<file path="config.mk">
export PLATFORM = sky130hd
export DESIGN_NAME = aes_engine_arbiter
export DESIGN_NICKNAME = d
export VERILOG_FILES = /design/src/rtl/aes_arb_pkg.sv /design/src/rtl/aes_arb_rr.sv /design/src/rtl/aes_engine_arbiter.sv
export SDC_FILE = /design/constraint.sdc
export NUM_CORES = 1
export LEC_CHECK = 0
export ABC_AREA = 1
export CAP_MARGIN = 10
export CORE_AREA = 4 4 695 697
export CTS_CLUSTER_SIZE = 30
export DETAILED_ROUTE_END_ITERATION = 10
export DIE_AREA = 0 0 699 701
export GPL_TIMING_DRIVEN = 1
export MAX_ROUTING_LAYER = met4
export PLACE_DENSITY_LB_ADDON = 0.15
export SLEW_MARGIN = 5
export SYNTH_ARGS = -nofsm -noshare
export SYNTH_HDL_FRONTEND = slang
export SYNTH_SLANG_ARGS = --single-unit
</file>
<file path="constraint.sdc">
create_clock -name clk -period 5.23 [get_ports clk]
set_clock_uncertainty 0.15 [all_clocks]
set_input_delay 1.046 -clock clk [delete_from_list [all_inputs] [get_ports clk]]
set_output_delay 1.046 -clock clk [all_outputs]
set_load 0.005 [all_outputs]
</file>
<file path="src/rtl/aes_arb_pkg.sv">
// ============================================================================
// Module   : aes_arb_pkg
// Brief    : Shared widths and arbiter state encoding for aes_engine_arbiter.
// Revision : 1.0
// ============================================================================
`default_nettype none

package aes_arb_pkg;

    localparam int AES_KEY_W = 256;
    localparam int AES_BLK_W = 128;

    typedef enum logic [1:0] {
        IDLE   = 2'd0,
        SWITCH = 2'd1,
        ACTIVE = 2'd2,
        DRAIN  = 2'd3
    } arb_state_t;

endpackage

`default_nettype wire

</file>
<file path="src/rtl/aes_arb_rr.sv">
// ============================================================================
// Module   : aes_arb_rr
// Brief    : Two-way round-robin picker; a contest goes to the non-last owner.
// Revision : 1.0
// ============================================================================
`default_nettype none

module aes_arb_rr (
    input  logic [1:0] i_req,
    input  logic       i_last_owner,
    input  logic       i_last_valid,
    output logic       o_winner
);

    always_comb begin
        o_winner = i_last_owner;
        case (i_req)
            2'b01:   o_winner = 1'b0;
            2'b10:   o_winner = 1'b1;
            // With no ownership history yet, requester 0 takes the first contest.
            2'b11:   o_winner = i_last_valid ? ~i_last_owner : 1'b0;
            default: o_winner = i_last_owner;
        endcase
    end

endmodule

`default_nettype wire

</file>
<file path="src/rtl/aes_engine_arbiter.sv">
// ============================================================================
// Module   : aes_engine_arbiter
// Brief    : Shares one aes256_fifo engine between two requesters, draining and
//            resetting the engine on every ownership change.
//            Optional statistics counters: define AES_ARB_STATS_EN.
// Revision : 1.0
// ============================================================================
`default_nettype none

module aes_engine_arbiter
    import aes_arb_pkg::*;
#(
    parameter int MAX_BURST  = 16,
    parameter int RST_CYCLES = 2
) (
    input  logic                   clk,
    input  logic                   rst,
    input  logic [1:0]             req,
    output logic [1:0]             gnt,
    input  logic [2*AES_KEY_W-1:0] r_key,
    input  logic [2*AES_BLK_W-1:0] r_ctr,
    input  logic [1:0]             r_in_valid,
    output logic [1:0]             r_in_ready,
    input  logic [2*AES_BLK_W-1:0] r_in_block,
    output logic [1:0]             r_out_valid,
    input  logic [1:0]             r_out_ready,
    output logic [AES_BLK_W-1:0]   r_out_block,
    output logic [AES_KEY_W-1:0]   aes_key,
    output logic [AES_BLK_W-1:0]   aes_ctr,
    output logic                   aes_in_valid,
    input  logic                   aes_in_ready,
    output logic [AES_BLK_W-1:0]   aes_in_block,
    input  logic                   aes_out_valid,
    output logic                   aes_out_ready,
    input  logic [AES_BLK_W-1:0]   aes_out_block,
    input  logic                   aes_fifo_empty,
    output logic                   aes_rst
`ifdef AES_ARB_STATS_EN
    ,
    output logic [31:0]            blk_cnt0,
    output logic [31:0]            blk_cnt1,
    output logic [15:0]            switch_cnt
`endif
);

    localparam logic [7:0] c_max_burst  = 8'(MAX_BURST);
    localparam logic [7:0] c_max_less1  = 8'(MAX_BURST - 1);
    localparam logic [3:0] c_rst_last   = 4'(RST_CYCLES - 1);

    arb_state_t r_state;
    arb_state_t w_next_state;
    logic       r_owner;
    logic       w_next_owner;
    logic       r_owned;
    logic       r_aes_rst;
    logic [3:0] r_rst_cnt;
    logic [7:0] r_burst;

    logic       w_other;
    logic       w_winner;
    logic       w_in_open;
    logic       w_out_open;
    logic       w_in_hs;
    logic       w_saturated;
    logic       w_enter_switch;

    aes_arb_rr u_rr (
        .i_req        (req),
        .i_last_owner (r_owner),
        .i_last_valid (r_owned),
        .o_winner     (w_winner)
    );

    assign w_other     = ~r_owner;
    assign w_saturated = (r_burst == c_max_burst);
    // Once saturated with the other side waiting, stop taking blocks so each grant is exactly MAX_BURST.
    assign w_in_open   = (r_state == ACTIVE) && !(w_saturated && req[w_other]);
    assign w_out_open  = (r_state == ACTIVE) || (r_state == DRAIN);
    assign w_in_hs     = aes_in_valid & aes_in_ready;

    assign aes_key      = r_owner ? r_key[2*AES_KEY_W-1:AES_KEY_W] : r_key[AES_KEY_W-1:0];
    assign aes_ctr      = r_owner ? r_ctr[2*AES_BLK_W-1:AES_BLK_W] : r_ctr[AES_BLK_W-1:0];
    assign aes_in_block = r_owner ? r_in_block[2*AES_BLK_W-1:AES_BLK_W] : r_in_block[AES_BLK_W-1:0];
    assign aes_in_valid = w_in_open & r_in_valid[r_owner];
    assign aes_out_ready = w_out_open & r_out_ready[r_owner];
    assign r_out_block  = aes_out_block;
    assign aes_rst      = r_aes_rst;
    assign gnt          = w_out_open ? (r_owner ? 2'b10 : 2'b01) : 2'b00;

    always_comb begin
        r_in_ready  = 2'b00;
        r_out_valid = 2'b00;
        if (w_in_open) begin
            r_in_ready[r_owner] = aes_in_ready;
        end
        if (w_out_open) begin
            r_out_valid[r_owner] = aes_out_valid;
        end
    end

    always_comb begin
        w_next_state = r_state;
        w_next_owner = r_owner;
        case (r_state)
            IDLE: begin
                if (|req) begin
                    w_next_owner = w_winner;
                    w_next_state = SWITCH;
                end
            end
            SWITCH: begin
                if (r_rst_cnt == c_rst_last) begin
                    w_next_state = ACTIVE;
                end
            end
            ACTIVE: begin
                if (!req[r_owner] ||
                    (req[w_other] && (w_saturated || (w_in_hs && r_burst == c_max_less1)))) begin
                    w_next_state = DRAIN;
                end
            end
            DRAIN: begin
                if (aes_fifo_empty && !aes_out_valid) begin
                    if (|req) begin
                        w_next_owner = w_winner;
                        w_next_state = SWITCH;
                    end else begin
                        w_next_state = IDLE;
                    end
                end
            end
            default: w_next_state = IDLE;
        endcase
    end

    assign w_enter_switch = (w_next_state == SWITCH) && (r_state != SWITCH);

    always_ff @(posedge clk or posedge rst) begin
        if (rst) begin
            r_state   <= IDLE;
            r_owner   <= 1'b0;
            r_owned   <= 1'b0;
            r_aes_rst <= 1'b1;
            r_rst_cnt <= 4'd0;
            r_burst   <= 8'd0;
        end else begin
            r_state   <= w_next_state;
            r_owner   <= w_next_owner;
            r_aes_rst <= (w_next_state == SWITCH);
            if (w_enter_switch) begin
                r_owned <= 1'b1;
            end
            r_rst_cnt <= (r_state == SWITCH) ? r_rst_cnt + 4'd1 : 4'd0;
            if (r_state == SWITCH) begin
                r_burst <= 8'd0;
            end else if (w_in_hs && !w_saturated) begin
                r_burst <= r_burst + 8'd1;
            end
        end
    end

`ifdef AES_ARB_STATS_EN
    always_ff @(posedge clk or posedge rst) begin
        if (rst) begin
            blk_cnt0   <= 32'd0;
            blk_cnt1   <= 32'd0;
            switch_cnt <= 16'd0;
        end else begin
            if (w_in_hs && !r_owner) begin
                blk_cnt0 <= blk_cnt0 + 32'd1;
            end
            if (w_in_hs && r_owner) begin
                blk_cnt1 <= blk_cnt1 + 32'd1;
            end
            if (w_enter_switch) begin
                switch_cnt <= switch_cnt + 16'd1;
            end
        end
    end
`endif

endmodule

`default_nettype wire

</file>
==> results_dict.tcl <==
set metrics [dict create \
    status "completed" \
    yosysUniqueCellTypes 34 \
    path_max_fanout 4 \
    clkLatencyLatePin_ps 260 \
    synth_top_family_by_area "simple AND/OR/NAND/NOR gates" \
    postCtsSetupBuffers 0 \
    ys_seq_elements 17 \
    fin_crit_sh_pct 85.0 \
    min_path_cells 2 \
    yosysWarnings 0 \
    synth_xor_area_share_pct 0.625 \
    synth-compound-area-share_pct 1.56 \
    postLayoutCoreUtil_pct 6.50 \
    arrival_ps 3250 \
    synth-main-ff-cell "dfrtp_1" \
    min_path_type "flip-flop to flip-flop" \
    syn-num-nets 3100 \
    place_area_um2 30600 \
    worst_slack_ps 785 \
    syn_inst 1929 \
    cts_max_level 1 \
    synth_area_per_cell_um2 4.36 \
    die_width_um 699 \
    dpl_worst_slack_ps 611 \
    area_delta_synth_final_pct 268 \
    drt-pass1-iter-count 5 \
    final_period_minus_worst_setup_slack_ps 4450 \
    start_util_pct 1.76 \
    layout_commonest_cell "nand2_1" \
    cts_tree "yes" \
    cts.path.max_buffers 2 \
    drive_above_1_share_pct 3.77 \
    p_per_area_nw_per_um2 368 \
    required_ps 4030 \
    fmaxAchievable_ghz 0.225 \
    nFillCells 56600 \
    routed_wl_mm 346 \
    via_per_inst 1.98 \
    fin_tns_setup_ps 0 \
    place.gp.congestion 0.915 \
    ctsHoldBuffers 0 \
    clkSinkCount 17 \
    fp-row-count 254 \
    die_h_um 701 \
    maxCapViolations 0 \
    port_buffers 1555 \
    endpoint_kind "primary output" \
    clkTransAtPathRegs_ps 70 \
    grt_overflow 0 \
    grt_pass1_vias 19400 \
    synthAdderAreaFrac_pct 1.19 \
    yosysTopAreaCell "nand2_1" \
    final_max_slew_viol_count 0 \
    mostFrequentLayoutCells "nand2_1, clkdlybuf4s50_1, buf_4, inv_1, dfrtp_1" \
    tightest_slew_ps 945 \
    path_class "input port to primary output" \
    ant_nets 0 \
    yosys.area_share.simple_pct 73.1 \
    cts_resized 0 \
    cts_root_buf "clkbuf_16" \
    grt_max_degree 93 \
    fin_nets 4438 \
    vias 19300 \
    ios 1812 \
    drt-initial-drc-count 1337 \
    synth.area.mux_share_pct 0 \
    core_area_um2 477000 \
    grt_pass1_wl_mm 390 \
    synth_top_area_share_pct 70.0 \
    hold_viol 0 \
    rr_worst_depth 10 \
    peakVddDrop_mv 0.203 \
    hpwl_mm 331 \
    wl_per_cell_um 35.5 \
    timing.slew.headroom_pct 36.8 \
    cts-buffers-inserted 3 \
    syn_area_um2 8410 \
    synth_area_leaders "nand2_1, buf_4, dfrtp_1, clkbuf_1, buf_2" \
    ys_seq_area_share_pct 5.07 \
    synth_edf_count 0 \
    grt_util_all_layers_pct 13.9 \
    p_leak_nw 11.4 \
    critPathLaunchType "input port" \
    total_power_mw 11.4 \
    drc 0 \
    rsz0062_at_grt "no" \
    setup_viol 0 \
    antenna_found_initial 343 \
    async_flop_share_pct 100 \
    dieArea_um2 490000 \
    final_cell_area_um2 31000 \
]
-- layer usage --
layer,vias to the layer above,GRT usage (%),routed length [µm]
met5,-,-,0
met4,0,1.57,8230
met3,490,10.7,58100
met2,1734,23.1,162000
met1,8661,13.1,118000
li1,8414,-,-
-- layout make-up --
| type | instances | area, µm² | share of cell area [%] |
|---|---|---|---|
| Multi-Input combinational cell | 1644 | 6430 | 20.8 |
| Sequential cell | 17 | 430 | 1.39 |
| Antenna cell | 105 | 263 | 0.848 |
| Clock buffer | 3 | 75.1 | 0.242 |
| Inverter | 23 | 103 | 0.331 |
| Timing Repair Buffer | 1578 | 15700 | 50.6 |
| Clock inverter | 1 | 7.51 | 0.0242 |
| Tap cell | 6400 | 8010 | 25.8 |
-- worst max-delay path: stages --
cell and delay, ps:
clkdlybuf4s50_1 480, nand2_2 120, nand2_2 60, nand3_2 110, nand2_1 110, a21oi_1 550
buf_4 250, clkdlybuf4s50_1 510
-- state kept, by name, indices dropped and copies added, names as in the netlist --
signal     flops
r_burst        8
r_rst_cnt      4
r_state        2
aes_rst        1
r_owned        1
r_owner        1
-- Yosys cell counts, drive strengths merged, types with 2 or more instances --
library cell	count
xor2	4
nor3	9
nand3	7
ha	8
inv	23
nor4	3
buf	175
o21ai	6
nand2	1575
nand4	2
nor2	14
clkbuf	70
xnor2	2
a21oi	5
o31ai	4
dfrtp	16
-- cell families (layout without fill, tap and decap cells) --
| group | count (synthesis) | in the layout |
|---|---|---|
| and+or+nand+nor | 1611 | 1611 |
| xor gates and xnor gates | 6 | 6 |
| buffers and inverters | 268 | 1605 |
| other | 0 | 105 |
| DFF | 17 | 17 |
| AOI/OAI and AO/OA | 19 | 19 |
| adders and majority gates | 8 | 8 |
-- power by group --
group / total (mW) / switching, mW / internal [mW]
logic: 11.0 / 7.07 / 3.96
registers: 0.204 / 0.0437 / 0.160
clock network: 0.165 / 0.0615 / 0.103
total: 11.4 / 7.17 / 4.22
-- through the flow --
| step | std cells | hold slack, ps |
|---|---|---|
| 2_1_floorplan | 1929 | 269 |
| 5_1_grt | 9759 | 353 |
| 4_1_cts | 9666 | 309 |
| 3_5_place_dp | 9662 | 293 |
| 3_3_place_gp | 9662 | 294 |
| 6_report | 9771 | 300 |
-- worst paths after layout --
kind                                     endpoint                 from  slack, ps
min in group asynchronous  r_burst[2]$_DFFE_PP0P_                  rst       1080
max                                  aes_in_valid               req[1]        780
min reg2reg                   r_owned$_DFFE_PP0P_  r_owned$_DFFE_PP0P_        300
max reg2reg                     aes_rst$_DFF_PP1_  r_owner$_DFFE_PP0P_       2800
min                           r_owned$_DFFE_PP0P_  r_owned$_DFFE_PP0P_        300
max in group asynchronous     r_owner$_DFFE_PP0P_                  rst       3260
Note: power is estimated with default switching activity, not from simulation.
